[src/rtl/mem_arbiter.sv]
// -----------------------------------------------------------------------------
// mem_arbiter
//
// Shares one memory port between the instruction fetch path (IFU, read-only)
// and the load/store path (LSU, read/write). One transaction is in flight at a
// time. Request, memory and response phases all use valid/ready handshakes,
// and a watchdog returns an error response if memory never answers.
//
// Parameters
//   ADDR_W   address width
//   DATA_W   data width (write mask is DATA_W/8 bits)
//   TIMEOUT  cycles to wait for a memory response before erroring; 0 = off
//
// Ports
//   clk, rst                      clock (rising edge), async active-low reset
//   ifu_req_* / ifu_addr          IFU read request handshake and address
//   ifu_resp_*                    IFU response handshake, data, watchdog error
//   lsu_req_* / lsu_addr/wen/...  LSU request handshake and write fields
//   lsu_resp_*                    LSU response handshake, data, watchdog error
//   mem_req_* / mem_addr/wen/...  request toward the memory
//   mem_resp_valid/data           memory response (reads and write acks)
//   grant                         owner of current transaction (0 IFU, 1 LSU)
// -----------------------------------------------------------------------------
module mem_arbiter #(
  parameter int ADDR_W  = 32,
  parameter int DATA_W  = 32,
  parameter int TIMEOUT = 255
) (
  input  logic                clk,
  input  logic                rst,

  input  logic                ifu_req_valid,
  output logic                ifu_req_ready,
  input  logic [ADDR_W-1:0]   ifu_addr,
  output logic                ifu_resp_valid,
  input  logic                ifu_resp_ready,
  output logic [DATA_W-1:0]   ifu_resp_data,
  output logic                ifu_resp_err,

  input  logic                lsu_req_valid,
  output logic                lsu_req_ready,
  input  logic [ADDR_W-1:0]   lsu_addr,
  input  logic                lsu_wen,
  input  logic [DATA_W/8-1:0] lsu_wmask,
  input  logic [DATA_W-1:0]   lsu_wdata,
  output logic                lsu_resp_valid,
  input  logic                lsu_resp_ready,
  output logic [DATA_W-1:0]   lsu_resp_data,
  output logic                lsu_resp_err,

  output logic                mem_req_valid,
  input  logic                mem_req_ready,
  output logic [ADDR_W-1:0]   mem_addr,
  output logic                mem_wen,
  output logic [DATA_W/8-1:0] mem_wmask,
  output logic [DATA_W-1:0]   mem_wdata,
  input  logic                mem_resp_valid,
  input  logic [DATA_W-1:0]   mem_resp_data,

  output logic                grant
);

  localparam int MASK_W = DATA_W / 8;
  // Keep the counter at least one bit wide so TIMEOUT = 0 still elaborates.
  localparam int CNT_W  = (TIMEOUT > 0) ? $clog2(TIMEOUT + 1) : 1;
  localparam logic [CNT_W-1:0] CNT_LAST = (TIMEOUT > 0) ? CNT_W'(TIMEOUT - 1) : '0;
  localparam bit   WDOG_ON  = (TIMEOUT > 0);

  // Master encoding shared by grant and the round-robin pointer.
  localparam logic OWNER_IFU = 1'b0;
  localparam logic OWNER_LSU = 1'b1;

  typedef enum logic [1:0] {
    S_IDLE,
    S_ISSUE,
    S_WAIT,
    S_RESP
  } state_e;

  state_e              state_q,  state_d;
  logic                last_q,   last_d;
  logic                grant_q,  grant_d;
  logic [CNT_W-1:0]    cnt_q,    cnt_d;
  logic [ADDR_W-1:0]   addr_q,   addr_d;
  logic                wen_q,    wen_d;
  logic [MASK_W-1:0]   wmask_q,  wmask_d;
  logic [DATA_W-1:0]   wdata_q,  wdata_d;
  logic [DATA_W-1:0]   rdata_q,  rdata_d;
  logic                err_q,    err_d;

  logic                is_idle;
  logic                pick_lsu;
  logic                resp_ready;

  // ---------------------------------------------------------------------------
  // Arbitration: combinational in IDLE. On a tie the master that was not
  // granted last wins; last_q resets to LSU so the IFU wins the first tie.
  // ---------------------------------------------------------------------------
  assign is_idle       = (state_q == S_IDLE);
  assign pick_lsu      = lsu_req_valid && (!ifu_req_valid || (last_q == OWNER_IFU));
  assign ifu_req_ready = is_idle && ifu_req_valid && !pick_lsu;
  assign lsu_req_ready = is_idle && pick_lsu;

  assign resp_ready    = (grant_q == OWNER_LSU) ? lsu_resp_ready : ifu_resp_ready;

  // ---------------------------------------------------------------------------
  // Next-state and datapath latching
  // ---------------------------------------------------------------------------
  always_comb begin
    // NOTE: every signal written here is defaulted first so no path leaves it
    // unassigned; that is what keeps this block from inferring latches.
    state_d = state_q;
    last_d  = last_q;
    grant_d = grant_q;
    cnt_d   = cnt_q;
    addr_d  = addr_q;
    wen_d   = wen_q;
    wmask_d = wmask_q;
    wdata_d = wdata_q;
    rdata_d = rdata_q;
    err_d   = err_q;

    unique case (state_q)
      S_IDLE: begin
        if (lsu_req_ready) begin
          state_d = S_ISSUE;
          grant_d = OWNER_LSU;
          last_d  = OWNER_LSU;
          addr_d  = lsu_addr;
          wen_d   = lsu_wen;
          wmask_d = lsu_wmask;
          wdata_d = lsu_wdata;
        end else if (ifu_req_ready) begin
          // The IFU is read-only: write enable and mask are forced off.
          state_d = S_ISSUE;
          grant_d = OWNER_IFU;
          last_d  = OWNER_IFU;
          addr_d  = ifu_addr;
          wen_d   = 1'b0;
          wmask_d = '0;
          wdata_d = '0;
        end
      end

      S_ISSUE: begin
        // A memory response here is ignored; memory may only answer in WAIT.
        if (mem_req_ready) begin
          state_d = S_WAIT;
          cnt_d   = '0;
        end
      end

      S_WAIT: begin
        if (mem_resp_valid) begin
          state_d = S_RESP;
          rdata_d = mem_resp_data;
          err_d   = 1'b0;
        end else if (WDOG_ON && (cnt_q == CNT_LAST)) begin
          state_d = S_RESP;
          rdata_d = '0;
          err_d   = 1'b1;
        end else if (cnt_q != '1) begin
          cnt_d = cnt_q + CNT_W'(1);
        end
      end

      S_RESP: begin
        if (resp_ready) begin
          state_d = S_IDLE;
        end
      end

      default: state_d = S_IDLE;
    endcase
  end

  // ---------------------------------------------------------------------------
  // State registers. Reset abandons any transaction without a response.
  // ---------------------------------------------------------------------------
  // NOTE: sequential state uses non-blocking assignments so every flop samples
  // the values from before the edge, independent of statement order.
  always_ff @(posedge clk or negedge rst) begin
    if (!rst) begin
      state_q <= S_IDLE;
      last_q  <= OWNER_LSU;
      grant_q <= OWNER_IFU;
      cnt_q   <= '0;
      addr_q  <= '0;
      wen_q   <= 1'b0;
      wmask_q <= '0;
      wdata_q <= '0;
      rdata_q <= '0;
      err_q   <= 1'b0;
    end else begin
      state_q <= state_d;
      last_q  <= last_d;
      grant_q <= grant_d;
      cnt_q   <= cnt_d;
      addr_q  <= addr_d;
      wen_q   <= wen_d;
      wmask_q <= wmask_d;
      wdata_q <= wdata_d;
      rdata_q <= rdata_d;
      err_q   <= err_d;
    end
  end

  // ---------------------------------------------------------------------------
  // Outputs: decoded from state or driven straight from registers.
  // ---------------------------------------------------------------------------
  assign mem_req_valid  = (state_q == S_ISSUE);
  assign mem_addr       = addr_q;
  assign mem_wen        = wen_q;
  assign mem_wmask      = wmask_q;
  assign mem_wdata      = wdata_q;

  assign ifu_resp_valid = (state_q == S_RESP) && (grant_q == OWNER_IFU);
  assign lsu_resp_valid = (state_q == S_RESP) && (grant_q == OWNER_LSU);
  assign ifu_resp_data  = rdata_q;
  assign lsu_resp_data  = rdata_q;
  assign ifu_resp_err   = err_q;
  assign lsu_resp_err   = err_q;

  assign grant          = grant_q;

endmodule

[config.mk]
export PLATFORM = sky130hd
export DESIGN_NAME = mem_arbiter
export DESIGN_NICKNAME = d
export VERILOG_FILES = /design/src/rtl/mem_arbiter.sv
export SDC_FILE = /design/constraint.sdc
export NUM_CORES = 1
export LEC_CHECK = 0
export BUFFER_PORTS_ARGS = -buffer_cell sky130_fd_sc_hd__buf_2
export CORE_AREA = 2 2 115 145
export DETAILED_ROUTE_END_ITERATION = 8
export DIE_AREA = 0 0 117 147
export PLACE_DENSITY_LB_ADDON = 0.05
export SYNTH_ARGS = -nofsm -noshare
export SYNTH_HDL_FRONTEND = slang
export SYNTH_SLANG_ARGS = --single-unit
[constraint.sdc]
create_clock -name clk -period 2.5 [get_ports clk]
set_clock_uncertainty 0.1 [all_clocks]
set_input_delay 0.25 -clock clk [delete_from_list [all_inputs] [get_ports clk]]
set_output_delay 0.25 -clock clk [all_outputs]
set_load 0.005 [all_outputs]
==> results of run 1 <==
-- stage by stage --
| stage | area, um2 | std cells |
|---|---|---|
| global placement | 6390 | 863 |
| detailed placement | 6390 | 863 |
| finish | 7730 | 968 |
| CTS | 7690 | 965 |
| global route | 7730 | 968 |
| floorplan | 4950 | 417 |
-- Yosys cell counts --
master and number:
sky130_fd_sc_hd__dfrtp_1 113, sky130_fd_sc_hd__a22o_1 69, sky130_fd_sc_hd__nand2_1 42, sky130_fd_sc_hd__o21ai_0 36, sky130_fd_sc_hd__mux2i_1 35, sky130_fd_sc_hd__buf_4 34
sky130_fd_sc_hd__clkbuf_1 16, sky130_fd_sc_hd__nor2_1 9, sky130_fd_sc_hd__buf_2 7, sky130_fd_sc_hd__ha_1 7, sky130_fd_sc_hd__a21o_1 5, sky130_fd_sc_hd__inv_1 5
sky130_fd_sc_hd__nand3_1 4, sky130_fd_sc_hd__o22a_1 4, sky130_fd_sc_hd__a211oi_1 3, sky130_fd_sc_hd__a21oi_1 3, sky130_fd_sc_hd__buf_1 3, sky130_fd_sc_hd__nor3_1 3
sky130_fd_sc_hd__nor2b_1 2, sky130_fd_sc_hd__or2_2 2, sky130_fd_sc_hd__a221oi_1 1, sky130_fd_sc_hd__a31o_4 1, sky130_fd_sc_hd__and2_1 1, sky130_fd_sc_hd__and2_4 1
sky130_fd_sc_hd__buf_6 1, sky130_fd_sc_hd__dfstp_2 1, sky130_fd_sc_hd__mux2_2 1, sky130_fd_sc_hd__mux2_4 1, sky130_fd_sc_hd__nand4_1 1, sky130_fd_sc_hd__nor4_1 1
sky130_fd_sc_hd__o21ai_1 1, sky130_fd_sc_hd__o2bb2ai_1 1, sky130_fd_sc_hd__o31ai_1 1, sky130_fd_sc_hd__or3_1 1, sky130_fd_sc_hd__or3_4 1
-- flip-flops by register name (all words and copies together), names as in the netlist --
register	flops
grant	1
cnt_q	8
ifu_resp_data	32
mem_wmask	4
ifu_resp_err	1
mem_wdata	32
state_q	2
mem_addr	32
mem_wen	1
last_q	1
-- worst reg2reg max path: stages (launching register included) --
cell	delay (ns)
sky130_fd_sc_hd__dfrtp_1	0.40
sky130_fd_sc_hd__inv_1	0.13
sky130_fd_sc_hd__ha_1	0.40
sky130_fd_sc_hd__inv_1	0.17
sky130_fd_sc_hd__or3_1	0.49
sky130_fd_sc_hd__a211oi_1	0.31
sky130_fd_sc_hd__o22a_1	0.17
-- worst paths after layout --
check | end
min in group asynchronous | mem_addr[21]
max in group asynchronous | last_q
worst max register to register | cnt_q[5]
worst min register to register | mem_addr[27]
worst min-delay path | mem_addr[25]
worst max-delay path | lsu_req_ready
-- area by class of cell --
type                            count  area share [%]
Clock inverter                     15            2.22
Sequential cell                   114            36.9
Tap cell                          216            3.50
Clock buffer                       17            5.51
Multi-Input combinational cell    237            22.4
Timing Repair Buffer              364            29.2
Inverter                            5           0.243
-- where the power goes --
group / leakage [nW] / internal (mW) / switching [mW]
clock: 0.285 / 1.50 / 0.956
sequential: 1.45 / 2.68 / 0.515
combinational: 2.30 / 1.76 / 1.60
total: 4.03 / 5.93 / 3.07
-- logic make-up after synthesis --
family / after synthesis
buf+inv: 66
mux: 37
compound gates: 125
fa+ha+maj: 7
simple gates: 68
flops: 114
-- layer usage --
layer	share of wire, %	vias to the layer above	track usage (%)
met1	41	2110	19.5
met3	6.3	13	4.08
met5	0	-	0
met4	1.4	0	6.18
li1	-	2119	-
met2	51	197	29.7
-- what timing repair did --
item                       CTS  global route
hold buffers                70             0
setup endpoints to repair    0             1
hold endpoints to repair   109             0
buffers inserted             0             1
gates resized for setup      0             1
==> summary.md, run 1 <==
| Metric | Value |
|---|---|
| Critical path depth | `6` |
| Die footprint | `approximately 0.017 mm2` |
| Setup repair after global routing missed its margin | `no` |
| Area occupied by multi-input gates | `0.00173 mm2` |
| Final Max Slew Viols | `0` |
| Compound-gate portion of the synthesized area | `19.0%` |
| Clock slew at reported path FFs | `roughly 0.06 ns` |
| Clock latency at the later pin of the worst-skew pair | `just over 0.4 ns` |
| Pin count of the biggest net entering global routing | `73` |
| Final-report hold violation count | `0` |
| DP HPWL | `about 9800 um` |
| Data arrival time of the critical path | `around 1.9 ns` |
| Main combinational cell family by area after synthesis | `compound AO/OA/AOI/OAI gates` |
| Adder-Cell Fraction of Synth Area | `around 1.8%` |
| Post-layout min period | `roughly 2.2 ns` |
| TritonCTS Sinks | `approximately 110` |
| Storage cell area | `between 0.002 and 0.003 mm2` |
| Clock tree from TritonCTS | `yes` |
| #FFs+latches synth | `approximately 110` |
| Crit path largest cell delay | `~0.40 ns` |
| Global-route wire length before repair | `22500 um` |
| Setup TNS | `0 ns` |
| Achievable clock frequency | `about 450 MHz` |
| Part of the cycle the worst path needs | `roughly 89%` |
| Data required time at the worst endpoint | `2.15 ns` |
| Max-capacitance violation count | `0` |
| Number of placement rows | `52` |
| Origin of the critical flop-to-flop path | `state_q[0]` |
| Total overflow reported by the global router | `0` |
| Synthesized area | `between 0.004 and 0.005 mm2` |
| Post-Syn Nets | `565` |
| CTS max path bufs | `2` |
| Number of I/O pins | `282` |
| Dominant cells by area after synthesis | `sky130_fd_sc_hd__dfrtp_1, sky130_fd_sc_hd__a22o_1, sky130_fd_sc_hd__mux2i_1` |
| Initial antenna violation count | `0` |
| DIE WIDTH | `roughly 120 um` |
| Largest area contributor in the synthesized netlist | `sky130_fd_sc_hd__dfrtp_1` |
| Via count | `about 4400` |
| Critical Path Start Type | `flop` |
| Chip Height | `roughly 150 um` |
| Remaining routing DRC violations | `0` |
| Most frequent standard cell in the layout excluding fill and tap cells | `sky130_fd_sc_hd__buf_2` |
| Count of warnings emitted by yosys | `0` |
| Worst relative slew slack | `42.3%` |
| Critical path endpoint category | `output pin` |
| Area share of xor/xnor cells in the synthesized design | `0%` |
| Antenna diode instance count | `0` |
| R2R Setup Slk | `0.28 ns` |
| Number of cells traversed by the worst hold path | `3` |
| DRT Pass-1 Iters | `4` |
| Routed via count divided by cell count | `~4.6` |
| Slew at the pin with the worst max-slew slack | `between 0.8 and 0.9 ns` |
| Result of the run | `completed` |
| Simple logic cell fraction of the synthesized area | `about 6%` |
| Final net count | `between 800 and 900` |
| Effective utilization at floorplan | `31.0%` |
| Antenna-violating nets left | `0` |
| Power density cells | `roughly 1200 mW/mm2` |
| CTS root buffer | `sky130_fd_sc_hd__clkbuf_16` |
| Number of global-route vias before repair | `~4500` |
| Mux contribution to synthesized area | `about 7.6%` |
| Final standard cell utilization of the core | `between 40 and 50%` |
| Critical path startpoint | `state_q[0]` |
| Commonest cells after routing, fill and taps aside | `sky130_fd_sc_hd__buf_2, sky130_fd_sc_hd__dfrtp_1, sky130_fd_sc_hd__dlygate4sd3_1` |
| Count of port buffers added during placement | `~280` |
| Dpl ws | `between 0.2 and 0.3 ns` |
| Logic depth of the worst register-to-register path | `6` |
| Total power after layout | `~9 mW` |
| Static Leakage | `4.03 nW` |
| Overall Global Routing Usage | `~17%` |
| Growth of design area from synthesis to finish | `56.1%` |
| Critical hold path startpoint | `ifu_addr[25]` |
| DR WL/cell | `roughly 15 um` |
| Cell breakdown of the critical path | `inv_1 -> ha_1 -> nand2_1 -> a21oi_4 -> clkbuf_16 -> buf_2` |
| Type of the tightest min-delay check | `in -> reg` |
| Routed wire length | `between 10000 and 15000 um` |
| Post-synth top area share | `a little under three fifths` |
| Category of cells accounting for the largest share of critical-path delay | `buffers and inverters` |
| Number of buffers and inverters on the critical path | `3` |
| Sequential cell area fraction in the yosys report | `~58%` |
| Category of the most critical setup path | `reg -> out` |
| Number of different library cells in the post-synthesis netlist | `35` |
| Placer's final routability congestion estimate | `around 0.8` |
| Fraction of final layout cells sized beyond drive strength 1 | `44.8%` |
| Final Hold Slack | `about 0.028 ns` |
| Synthesized area per cell | `approximately 12 um2` |
| Final setup violating endpoints | `0` |
| Peak supply drop | `around 0.42 mV` |
| Drt first-iter violations | `roughly 140` |
| Core region area | `between 0.015 and 0.02 mm2` |
| CTS Buf Count | `17` |
| Worst path setup slack after routing | `0.274 ns` |
| Maximum level of the CTS H-tree | `4` |
| Fill cells | `~1500` |
| Cell count after synthesis | `~420` |
| Cell type of the slowest stage on the worst timing path | `sky130_fd_sc_hd__dfrtp_1` |
| Critical path fanouts, max | `18` |
Power figures use the tool's default switching activity.
==> run 2, diff against run 1 <==
- CELL_PAD_IN_SITES_DETAIL_PLACEMENT: unset -> 0
- CELL_PAD_IN_SITES_GLOBAL_PLACEMENT: unset -> 2
- CORE_AREA: 2 2 115 145 -> 2 2 122 154
- DIE_AREA: 0 0 117 147 -> 0 0 124 156
- GPL_TIMING_DRIVEN: unset -> 0
- clock period: 2.5 -> 2.9 ns (I/O delays scaled with it)
==> run 2 against run 1 <==
Non-clock buffer count rose by 47; final cell count rose by 6.2%; global-route usage fell by 0.18 points; critical endpoint unchanged; via count rose by 4.0%; die area rose by 12%; utilization fell by 3.8 points; sequential share of layout area fell by 1.2 points; count of clock-buffer cells in the layout did not move.
==> summary.md, run 2 (synthesis gave the netlist of run 1 again) <==
| Metric | Value |
|---|---|
| Number of placement rows | `55 (was 52)` |
| Worst relative slew slack | `66.6% (was 42.3%)` |
| Pin count of the biggest net entering global routing | `67 (was 73)` |
| Cell type of the slowest stage on the worst timing path | `sky130_fd_sc_hd__dfrtp_1 (unchanged)` |
| Most repeated library cell on the critical path | `sky130_fd_sc_hd__buf_2` |
| Routed via count divided by cell count | `4.49 (was 4.59)` |
| Max-capacitance violation count | `0 (unchanged)` |
| Setup repair after global routing missed its margin | `no (unchanged)` |
| Final-report hold violation count | `0 (unchanged)` |
| Critical path endpoint category | `output pin (unchanged)` |
| Chip Height | `156 um (was 147 um)` |
| Clock slew at reported path FFs | `0.06 ns (about the same)` |
| Clock tree from TritonCTS | `yes (unchanged)` |
| Effective utilization at floorplan | `27.7% (was 31.0%)` |
| Maximum level of the CTS H-tree | `4 (unchanged)` |
| DP HPWL | `12000 um (was 9840 um)` |
| Critical path fanouts, max | `18 (unchanged)` |
| Via count | `4616 (was 4439)` |
| Data arrival time of the critical path | `1.99 ns (was 1.88 ns)` |
| Growth of design area from synthesis to finish | `61.4% (was 56.1%)` |
| Final setup violating endpoints | `0 (unchanged)` |
| R2R Setup Slk | `0.54 ns (was 0.28 ns)` |
| Placer's final routability congestion estimate | `0.774 (was 0.803)` |
| Dpl ws | `0.564 ns (was 0.292 ns)` |
| DIE WIDTH | `124 um (was 117 um)` |
| Number of I/O pins | `282 (unchanged)` |
| Remaining routing DRC violations | `0 (unchanged)` |
| Worst path setup slack after routing | `0.524 ns (was 0.274 ns)` |
| Peak supply drop | `0.387 mV (was 0.417 mV)` |
| Terminus of the critical flop-to-flop path | `mem_addr[13] (was cnt_q[5])` |
| TritonCTS Sinks | `114 (unchanged)` |
| Final net count | `934 (was 887)` |
| Die footprint | `0.0193 mm2 (was 0.0172 mm2)` |
| Static Leakage | `4.20 nW (was 4.03 nW)` |
| Critical Path Start Type | `flop (unchanged)` |
| Routed wire length | `16200 um (was 14900 um)` |
| Type of the tightest min-delay check | `in -> reg (unchanged)` |
| Number of cells traversed by the worst hold path | `2 (was 3)` |
| CTS root buffer | `sky130_fd_sc_hd__clkbuf_16 (unchanged)` |
| Cell total after placement | `927 (was 863)` |
| Critical hold path startpoint | `lsu_wdata[29] (was ifu_addr[25])` |
| Initial antenna violation count | `1 (was 0)` |
| Drt first-iter violations | `239 (was 144)` |
| Final Instance Count excl. Fillers | `1028 (was 968)` |
| CTS Buf Count | `17 (unchanged)` |
| Achievable clock frequency | `421 MHz` |
| Category of the most critical setup path | `reg -> out (unchanged)` |
| Crit path largest cell delay | `0.41 ns (was 0.40 ns)` |
| Count of port buffers added during placement | `281 (unchanged)` |
| Final Max Slew Viols | `0 (unchanged)` |
| Commonest cells after routing, fill and taps aside | `sky130_fd_sc_hd__buf_2, sky130_fd_sc_hd__dfrtp_1, sky130_fd_sc_hd__a22o_1, sky130_fd_sc_hd__dlygate4sd3_1, sky130_fd_sc_hd__nand2_1 (was sky130_fd_sc_hd__buf_2, sky130_fd_sc_hd__dfrtp_1, sky130_fd_sc_hd__dlygate4sd3_1)` |
| Total overflow reported by the global router | `0 (unchanged)` |
| Power density cells | `1020 mW/mm2 (was 1170 mW/mm2)` |
| DR WL/cell | `15.7 um (was 15.4 um)` |
| Result of the run | `completed (unchanged)` |
| Antenna-violating nets left | `0 (unchanged)` |
| Fill cells | `1753 (was 1453)` |
| Number of global-route vias before repair | `4719 (was 4497)` |
| Slew at the pin with the worst max-slew slack | `0.500 ns (was 0.863 ns)` |
| Cell breakdown of the critical path | `inv_1 -> ha_1 -> nand2_1 -> a21oi_1 -> buf_2 -> buf_2 (was inv_1 -> ha_1 -> nand2_1 -> a21oi_4 -> clkbuf_16 -> buf_2)` |
| Clock latency at the later pin of the worst-skew pair | `0.42 ns (was 0.41 ns)` |
| Data required time at the worst endpoint | `2.51 ns (was 2.15 ns)` |
| Overall Global Routing Usage | `16.7% (was 16.8%)` |
| Post-layout min period | `between 2 and 2.5 ns` |
| Part of the cycle the worst path needs | `around four fifths` |
| Resized cells post-CTS | `0 (unchanged)` |
| Fraction of final layout cells sized beyond drive strength 1 | `45.6% (was 44.8%)` |
| Global-route wire length before repair | `24400 um (was 22500 um)` |
| Most frequent standard cell in the layout excluding fill and tap cells | `sky130_fd_sc_hd__buf_2 (unchanged)` |
| Worst min-delay path endpoint | `mem_wdata[29] (was mem_addr[25])` |
| Number of setup buffers added after CTS | `0 (unchanged)` |
| Logic depth of the worst register-to-register path | `8 (was 6)` |
| Core region area | `0.0179 mm2 (was 0.0159 mm2)` |
| DRT Pass-1 Iters | `4 (unchanged)` |
| CTS max path bufs | `2 (unchanged)` |
| Origin of the critical flop-to-flop path | `state_q[0] (unchanged)` |
==> run 2: layout make-up <==
cell class | count | area (um2) | area share (%)
well taps | 228 | 285 | 3.57
multi-input cells | 237 | 1700 | 21.3
repair buffers | 351 | 2130 | 26.7
diodes | 1 | 2.50 | 0.0313
plain buffers | 60 | 369 | 4.62
clock buffers | 17 | 425 | 5.33
flip-flops and latches | 114 | 2850 | 35.7
clock inverters | 15 | 196 | 2.46
inverters | 5 | 18.8 | 0.235
==> run 2: repair_timing <==
item | 4_1_cts | 5_1_grt
hold endpoints to repair | 114 | 2
hold buffers | 67 | 2
setup endpoints to repair | 0 | 1
==> run 2: worst max-delay path by stage <==
| stage | startpoint | slack [ns] | to | cells after the start |
|---|---|---|---|---|
| final | state_q[0] | 0.52 | lsu_req_ready | 6 |
| after global routing | state_q[0] | 0.27 | mem_addr[13] | 8 |
| after CTS | state_q[0] | 0.13 | lsu_req_ready | 7 |
| after detailed placement | state_q[0] | 0.56 | mem_addr[3] | 6 |
| after global placement | rst | -0.06 | ifu_resp_data[12] | 1 |
| after floorplan | state_q[0] | 0.87 | cnt_q[1] | 7 |
==> run 2: critical path, delay by kind of cell, from the launching register on <==
kind                     cells  cell delay, ns
AND/OR/NAND/NOR              1            0.06
AO/OA/AOI/OAI                1            0.10
flip-flops                   1            0.41
buffers and inverters        3            0.76
adder cells (fa/ha/maj)      1            0.24
==> run 2: metal layers <==
layer	vias up	part of all wire, %	GRT usage, %
met2	185	50	28.7
met3	18	7.3	5.48
li1	2211	-	-
met5	-	0	0
met1	2202	41	19.0
met4	0	1.5	6.37
==> run 2: power breakdown <==
group / switching, mW / internal, mW
logic: 1.48 / 1.72
clock network: 0.824 / 1.38
registers: 0.460 / 2.31
==> run 2: through the flow <==
stage	hold slack, ns	total power [mW]	utilization [%]	cell area, um2	TNS [ns]
finish	0.0208	8.17	44.6	7990	0
global route	0.00179	8.77	44.6	7980	0
CTS	0.000870	8.31	44.5	7970	0
detailed placement	0.177	5.97	37.3	6670	0
global placement	0.360	5.92	37.1	6640	-5.99
floorplan	-0.106	4.44	-	4950	0
